`src/rtl/mem_stage_pkg.sv`:
```
// ---------------------------------------------------------------------------
// mem_stage_pkg : bus widths, field offsets, load-op encoding and result packing
// Rev 1.0
// ---------------------------------------------------------------------------
`default_nettype none

package mem_stage_pkg;

   localparam int ES_TO_MS_W = 78;
   localparam int MS_TO_WS_W = 70;
   localparam int MS_TO_DS_W = 38;

   // Field offsets inside the EX -> MEM bus
   localparam int ES_PC_LSB       = 0;
   localparam int ES_GR_WE_BIT    = 32;
   localparam int ES_RES_MEM_BIT  = 33;
   localparam int ES_DEST_LSB     = 34;
   localparam int ES_CALC_LSB     = 39;
   localparam int ES_ADDR_LO_LSB  = 71;
   localparam int ES_LD_OP_LSB    = 73;

   // One-hot load-op bit positions
   localparam int LD_W  = 0;
   localparam int LD_B  = 1;
   localparam int LD_BU = 2;
   localparam int LD_H  = 3;
   localparam int LD_HU = 4;

   typedef struct packed {
      logic [31:0] final_result;
      logic [4:0]  dest;
      logic        gr_we;
      logic [31:0] pc;
   } ms_to_ws_t;

   typedef struct packed {
      logic        gr_we;
      logic [4:0]  dest;
      logic [31:0] final_result;
   } ms_to_ds_t;

   function automatic logic [31:0] ext_byte(input logic [7:0] b, input logic sgn);
      return {{24{sgn & b[7]}}, b};
   endfunction

   function automatic logic [31:0] ext_half(input logic [15:0] h, input logic sgn);
      return {{16{sgn & h[15]}}, h};
   endfunction

endpackage

`default_nettype wire

```
`src/rtl/mem_stage_if.sv`:
```
// ---------------------------------------------------------------------------
// mem_stage_if : EX/WB/ID-facing handshake and bus signals of the MEM stage
// Rev 1.0
// ---------------------------------------------------------------------------
`default_nettype none

interface mem_stage_if;
   import mem_stage_pkg::*;

   logic                  ws_allow_in;
   logic                  ms_allow_in;
   logic                  es_to_ms_valid;
   logic [ES_TO_MS_W-1:0] es_to_ms_bus;
   logic [31:0]           data_sram_rdata;
   logic                  ms_to_ws_valid;
   logic [MS_TO_WS_W-1:0] ms_to_ws_bus;
   logic [MS_TO_DS_W-1:0] ms_to_ds_bus;

   // Pipeline neighbours (EX, SRAM, WB, ID) drive this side
   modport master (
      output ws_allow_in,
      input  ms_allow_in,
      output es_to_ms_valid,
      output es_to_ms_bus,
      output data_sram_rdata,
      input  ms_to_ws_valid,
      input  ms_to_ws_bus,
      input  ms_to_ds_bus
   );

   modport slave (
      input  ws_allow_in,
      output ms_allow_in,
      input  es_to_ms_valid,
      input  es_to_ms_bus,
      input  data_sram_rdata,
      output ms_to_ws_valid,
      output ms_to_ws_bus,
      output ms_to_ds_bus
   );

endinterface

`default_nettype wire

```
`src/rtl/mem_stage_load_align.sv`:
```
// ---------------------------------------------------------------------------
// load_align : selects byte/half/word from the SRAM word and sign/zero extends
// Rev 1.0
// ---------------------------------------------------------------------------
`default_nettype none

module load_align
   import mem_stage_pkg::*;
(
   input  logic [31:0] raw_word,
   input  logic [1:0]  addr_lo,
   input  logic [4:0]  ld_op,
   output logic [31:0] load_data
);

   logic [7:0]  byte_sel;
   logic [15:0] half_sel;

   always_comb begin
      byte_sel = raw_word[7:0];
      case (addr_lo)
         2'd0: byte_sel = raw_word[7:0];
         2'd1: byte_sel = raw_word[15:8];
         2'd2: byte_sel = raw_word[23:16];
         2'd3: byte_sel = raw_word[31:24];
      endcase
      half_sel = addr_lo[1] ? raw_word[31:16] : raw_word[15:0];

      // An empty op vector yields zero rather than any stale lane
      load_data = '0;
      if (ld_op[LD_W])
         load_data = raw_word;
      else if (ld_op[LD_B])
         load_data = ext_byte(byte_sel, 1'b1);
      else if (ld_op[LD_BU])
         load_data = ext_byte(byte_sel, 1'b0);
      else if (ld_op[LD_H])
         load_data = ext_half(half_sel, 1'b1);
      else if (ld_op[LD_HU])
         load_data = ext_half(half_sel, 1'b0);
   end

endmodule

`default_nettype wire

```
`src/rtl/mem_stage.sv`:
```
// ---------------------------------------------------------------------------
// mem_stage : MEM pipeline stage, completes loads and forwards to WB / ID.
// Optional MS_ZERO_DEST_FILTER_EN suppresses gr_we for dest 0.  Rev 1.0
// ---------------------------------------------------------------------------
`default_nettype none

module mem_stage
   import mem_stage_pkg::*;
(
   input  logic        clk,
   input  logic        reset,
   mem_stage_if.slave  bus
);

   localparam logic MS_READY_GO = 1'b1;

   logic                  ms_valid;
   logic                  first;
   logic                  hold_vld;
   logic [31:0]           hold_data;
   logic [ES_TO_MS_W-1:0] es_bus_r;

   logic        ms_allow_in;
   logic        ms_to_ws_valid;
   logic        enter;
   logic        leave;

   logic [31:0] pc;
   logic        gr_we;
   logic        res_from_mem;
   logic [4:0]  dest;
   logic [31:0] calc_result;
   logic [1:0]  addr_lo;
   logic [4:0]  ld_op;

   logic        gr_we_out;
   logic [31:0] raw_word;
   logic [31:0] load_data;
   logic [31:0] final_result;
   ms_to_ws_t   ws_pkt;
   ms_to_ds_t   ds_pkt;

   assign pc           = es_bus_r[ES_PC_LSB +: 32];
   assign gr_we        = es_bus_r[ES_GR_WE_BIT];
   assign res_from_mem = es_bus_r[ES_RES_MEM_BIT];
   assign dest         = es_bus_r[ES_DEST_LSB +: 5];
   assign calc_result  = es_bus_r[ES_CALC_LSB +: 32];
   assign addr_lo      = es_bus_r[ES_ADDR_LO_LSB +: 2];
   assign ld_op        = es_bus_r[ES_LD_OP_LSB +: 5];

   assign ms_allow_in    = !ms_valid || (MS_READY_GO && bus.ws_allow_in);
   assign ms_to_ws_valid = ms_valid && MS_READY_GO;
   assign enter          = bus.es_to_ms_valid && ms_allow_in;
   assign leave          = ms_to_ws_valid && bus.ws_allow_in;

   always_ff @(posedge clk) begin
      if (reset) begin
         ms_valid  <= 1'b0;
         es_bus_r  <= '0;
         first     <= 1'b0;
         hold_vld  <= 1'b0;
         hold_data <= '0;
      end else begin
         if (ms_allow_in)
            ms_valid <= bus.es_to_ms_valid;
         if (enter)
            es_bus_r <= bus.es_to_ms_bus;
         first <= enter;

         // SRAM data is only valid in the first MEM cycle; capture it if WB stalls then
         if (leave || enter) begin
            hold_vld <= 1'b0;
         end else if (first && ms_valid && res_from_mem && !bus.ws_allow_in) begin
            hold_vld  <= 1'b1;
            hold_data <= bus.data_sram_rdata;
         end
      end
   end

   assign raw_word = hold_vld ? hold_data : bus.data_sram_rdata;

   load_align u_load_align (
      .raw_word  (raw_word),
      .addr_lo   (addr_lo),
      .ld_op     (ld_op),
      .load_data (load_data)
   );

   assign final_result = res_from_mem ? load_data : calc_result;

`ifdef MS_ZERO_DEST_FILTER_EN
   assign gr_we_out = gr_we && (dest != 5'd0);
`else
   assign gr_we_out = gr_we;
`endif

   assign ws_pkt.final_result = final_result;
   assign ws_pkt.dest         = dest;
   assign ws_pkt.gr_we        = gr_we_out;
   assign ws_pkt.pc           = pc;

   assign ds_pkt.gr_we        = gr_we_out && ms_valid;
   assign ds_pkt.dest         = dest;
   assign ds_pkt.final_result = final_result;

   assign bus.ms_allow_in    = ms_allow_in;
   assign bus.ms_to_ws_valid = ms_to_ws_valid;
   assign bus.ms_to_ws_bus   = ws_pkt;
   assign bus.ms_to_ds_bus   = ds_pkt;

endmodule

`default_nettype wire

```
`src/flat_wrapper.sv`:
```
// flat-port wrapper written by rule: the top's interface ports become plain ports
module mem_stage_flat import mem_stage_pkg::*;
  (clk, reset, bus_ws_allow_in, bus_ms_allow_in, bus_es_to_ms_valid, bus_es_to_ms_bus, bus_data_sram_rdata, bus_ms_to_ws_valid, bus_ms_to_ws_bus, bus_ms_to_ds_bus);
  mem_stage_if bus_i ();
  input  logic clk;
  input  logic reset;
  input wire logic [$bits(bus_i.ws_allow_in)-1:0] bus_ws_allow_in;
  output wire logic [$bits(bus_i.ms_allow_in)-1:0] bus_ms_allow_in;
  input wire logic [$bits(bus_i.es_to_ms_valid)-1:0] bus_es_to_ms_valid;
  input wire logic [$bits(bus_i.es_to_ms_bus)-1:0] bus_es_to_ms_bus;
  input wire logic [$bits(bus_i.data_sram_rdata)-1:0] bus_data_sram_rdata;
  output wire logic [$bits(bus_i.ms_to_ws_valid)-1:0] bus_ms_to_ws_valid;
  output wire logic [$bits(bus_i.ms_to_ws_bus)-1:0] bus_ms_to_ws_bus;
  output wire logic [$bits(bus_i.ms_to_ds_bus)-1:0] bus_ms_to_ds_bus;
  assign bus_i.ws_allow_in = bus_ws_allow_in;
  assign bus_ms_allow_in = bus_i.ms_allow_in;
  assign bus_i.es_to_ms_valid = bus_es_to_ms_valid;
  assign bus_i.es_to_ms_bus = bus_es_to_ms_bus;
  assign bus_i.data_sram_rdata = bus_data_sram_rdata;
  assign bus_ms_to_ws_valid = bus_i.ms_to_ws_valid;
  assign bus_ms_to_ws_bus = bus_i.ms_to_ws_bus;
  assign bus_ms_to_ds_bus = bus_i.ms_to_ds_bus;
  mem_stage u_core (.clk(clk), .reset(reset), .bus(bus_i));
endmodule
```
`config.mk`:
```
export PLATFORM = sky130hd
export DESIGN_NAME = mem_stage_flat
export DESIGN_NICKNAME = d
export VERILOG_FILES = /design/src/rtl/mem_stage_pkg.sv /design/src/rtl/mem_stage_if.sv /design/src/rtl/mem_stage_load_align.sv /design/src/rtl/mem_stage.sv /design/src/flat_wrapper.sv
export SDC_FILE = /design/constraint.sdc
export NUM_CORES = 1
export LEC_CHECK = 0
export BUFFER_PORTS_ARGS = -buffer_cell sky130_fd_sc_hd__buf_2
export CAP_MARGIN = 5
export CORE_UTILIZATION = 52
export CTS_BUF_LIST = sky130_fd_sc_hd__clkbuf_16
export CTS_CLUSTER_SIZE = 16
export DETAILED_ROUTE_END_ITERATION = 16
export HOLD_SLACK_MARGIN = 0.03
export PLACE_DENSITY = 0.95
export SLEW_MARGIN = 10
export SYNTH_ARGS = -nofsm -noshare
export SYNTH_HDL_FRONTEND = slang
export SYNTH_SLANG_ARGS = --single-unit
export TNS_END_PERCENT = 50
```
`constraint.sdc`:
```
create_clock -name clk -period 4.8 [get_ports clk]
set_clock_uncertainty 0.2 [all_clocks]
set_input_delay 0.96 -clock clk [delete_from_list [all_inputs] [get_ports clk]]
set_output_delay 0.96 -clock clk [all_outputs]
set_load 0.01 [all_outputs]
```
==> out/results.tsv <==
metric	value	unit
outcome	finished, final reports clean	
Crit Reg-Reg Endpoint	u_core.hold_vld	
layout cells sized above 1	0.3981	
max-cap violations	0	
Least-Margin Pin Slew	1.186	ns
critical path required time	3.64	ns
RSZ-0062 raised after global routing	no	
peak fanout along the critical path	16	
Clock Latency Late Sink	0.41	ns
worst r2r src	u_core.bus.ms_to_ws_valid	
Num CTS Buffers	17	
synthesized-area fraction occupied by adder cells	0	
Synth Cell Area	5273	um^2
post-layout net count	822	
vias in the first global route	4422	
Iteration-0 DRC Markers	297	
leading area contributor after synthesis	dfxtp_1	
Hold Crit Depth	2	
CP max stage delay	0.71	ns
clk buf depth	2	
achievable clock frequency	237.7	MHz
period utilization	0.8763	
sum of negative setup slack	0	ns
RD Place Congestion	0.9027	
Hold Slack	0.2503	ns
die height	102.7	um
Syn Nets	690	
final wirelength	14850	um
register bit count reported by yosys	113	
worst hold start	u_core.hold_data[5]	
Critical Path Sink Type	primary output	
CORE AREA	9819	um^2
Resized cells post-CTS	0	
Global Route Usage Sum	0.2827	
multiplexer share of the synthesized area	0.08875	
CP startpoint kind	flip-flop	
Die ar.	10550	um^2
area delta synth->final	24.32	%
Worst R2R Setup Slack	2.32	ns
hold_buf cts	0	
post-synthesis compound-gate area fraction	0.2238	
slowest library cell on the worst path	dfxtp_1	
DIE WIDTH	102.7	um
initial antenna violation count	0	
Tmin final	4.206	ns
CTS tree	done	
first-pass GRT wire length	22360	um
Top delay family on crit path	multiplexers	
final hold vios	0	
Ant. Diodes	0	
Rows	36	
YS warnings	0	
DP Wirelength	10310	um
worst rel slew slack	0.2090	
post-synthesis sequential area ratio	0.4290	
largest net degree at the start of global routing	43	
Simple-Gate Fraction of Synth Area	0.1120	
WHS Endpoint	u_core.hold_data[5]	
post-synthesis area per instance	9.154	um^2
Unique masters post-synth	34	
Top FF cell, synth	dfxtp_1	
power density over the cells	420.5	nW/um^2
critical setup path kind	flip-flop to primary output	
worst path buffer plus inverter count	1	
clk sink count	113	
most area-consuming cells after synthesis	dfxtp_1 (43%), a22o_1 (13%), buf_4 (11%)	
Pins Over Slew Limit	0	
post-synthesis cell count	576	
Async S/R FF share, synth	0	
Initial Util	0.5370	
worst r2r path cells	5	
Ports	224	
Avg Vias per Cell	5.553	
CP arrival	3.05	ns
Finish-stage setup viols	0	
Final ANT Viol Nets	0	
Routed WL per cell	17.39	um
XOR/XNOR share of the synthesized area	0	
DR pass1 iterations	5	
setup bufs post-CTS	0	
vias	4742	
top-area cell type share of the netlist area	0.4290	
root buf cell	clkbuf_16	
GRT overflow	0	
port bufs	223	
VDD IR max	0.0002011	V
number of synthesized flops with an enable pin	0	
Residual DRC	0	
Worst Hold Class	flip-flop to flip-flop	
Leak	3.011	nW
main combinational cell family by area after synthesis	compound AO/OA/AOI/OAI gates	
CP cell instances	mux2_2, mux4_2, a31oi_4, o221ai_1, buf_2	
clock-pin transition on the worst setup and hold timing paths	0.05	ns
H-tree depth	4	
worst max-delay path by stage:
stage / from / endpoint / slack (ns) / depth (start not counted)
after CTS: u_core.hold_vld / bus_ms_to_ds_bus[25] / 0.64 / 5
after global placement: bus_data_sram_rdata[23] / bus_ms_to_ds_bus[25] / 0.85 / 6
after floorplan: bus_data_sram_rdata[23] / bus_ms_to_ws_bus[68] / 1.19 / 6
after global routing: u_core.hold_vld / bus_ms_to_ds_bus[28] / 0.49 / 5
final: u_core.hold_vld / bus_ms_to_ws_bus[63] / 0.59 / 5
after detailed placement: bus_data_sram_rdata[23] / bus_ms_to_ds_bus[25] / 0.83 / 6
power breakdown:
part | switching (W) | total, W | internal [W]
clock | 0.000467 | 0.00139 | 0.000927
combinational | 0.000193 | 0.000347 | 0.000154
sequential | 0.0000335 | 0.00102 | 0.000982
total | 0.000694 | 0.00276 | 0.00206
metal layers:
metal / global-route usage / part of all wire / vias up
met4: 0.1484 / 0.034 / 0
met5: 0 / 0 / -
met2: 0.4497 / 0.47 / 264
met1: 0.3518 / 0.42 / 2195
li1: - / - / 2237
met3: 0.07458 / 0.080 / 46
sequential cells by signal (all words and copies together) (netlist names):
| name | flops |
|---|---|
| u_core.bus.ms_to_ws_valid | 1 |
| u_core.hold_data | 32 |
| u_core.hold_vld | 1 |
| u_core.first | 1 |
| u_core.es_bus_r | 78 |
logic make-up after synthesis:
group / Yosys count
AO/OA/AOI/OAI: 153
buffers and inverters: 125
AND/OR/NAND/NOR: 143
flip-flops: 113
multiplexers: 42
placed cells by master (no fill, tap or decap), types with 9 or more instances in the layout:
master,count
dfxtp_1,113
mux2i_1,22
nand2_1,104
a22o_1,78
nor2_1,18
a21oi_1,44
mux2_2,18
inv_1,9
nor2b_1,11
clkbuf_16,17
buf_2,223
worst reg2reg max path, stage by stage, from the launching register on:
cell and delay [ns]:
dfxtp_1 0.36, nor2b_1 0.33, inv_1 0.16, a21oi_4 0.86
o21ai_0 0.29, a21oi_1 0.19
synthesized netlist by cell type (2+ instances only):
master,count
a21oi_1,45
a221oi_1,7
a22o_1,78
a41oi_1,7
and2_1,2
buf_1,2
buf_2,5
buf_4,75
buf_6,2
clkbuf_1,32
dfxtp_1,113
inv_1,9
mux2_2,18
mux2i_1,22
mux4_2,2
nand2_1,104
nor2_1,19
nor2b_1,11
o21ai_0,2
o221ai_1,6
o22ai_1,2
area by class of cell:
| class | count | area, um^2 |
|---|---|---|
| Clock buffer | 17 | 425.4 |
| Multi-Input combinational cell | 338 | 2262 |
| Sequential cell | 113 | 2262 |
| Tap cell | 133 | 166.4 |
| Clock inverter | 15 | 231.5 |
| Fill cell | 798 | 3264 |
| Inverter | 9 | 33.78 |
| Timing Repair Buffer | 229 | 1174 |
through the flow:
stage | power [W] | instances | setup WS [ns] | util | cell area [um^2]
after floorplan | 0.001271 | 576 | 1.193 | - | 5273
after global placement | 0.001365 | 822 | 0.8470 | 0.6002 | 5893
after detailed placement | 0.001371 | 822 | 0.8268 | 0.6002 | 5893
after CTS | 0.002753 | 854 | 0.6399 | 0.6670 | 6550
after global routing | 0.002842 | 854 | 0.4869 | 0.6676 | 6555
final | 0.002757 | 854 | 0.5937 | 0.6676 | 6555
No activity file was read; power rests on OpenSTA's default activity.
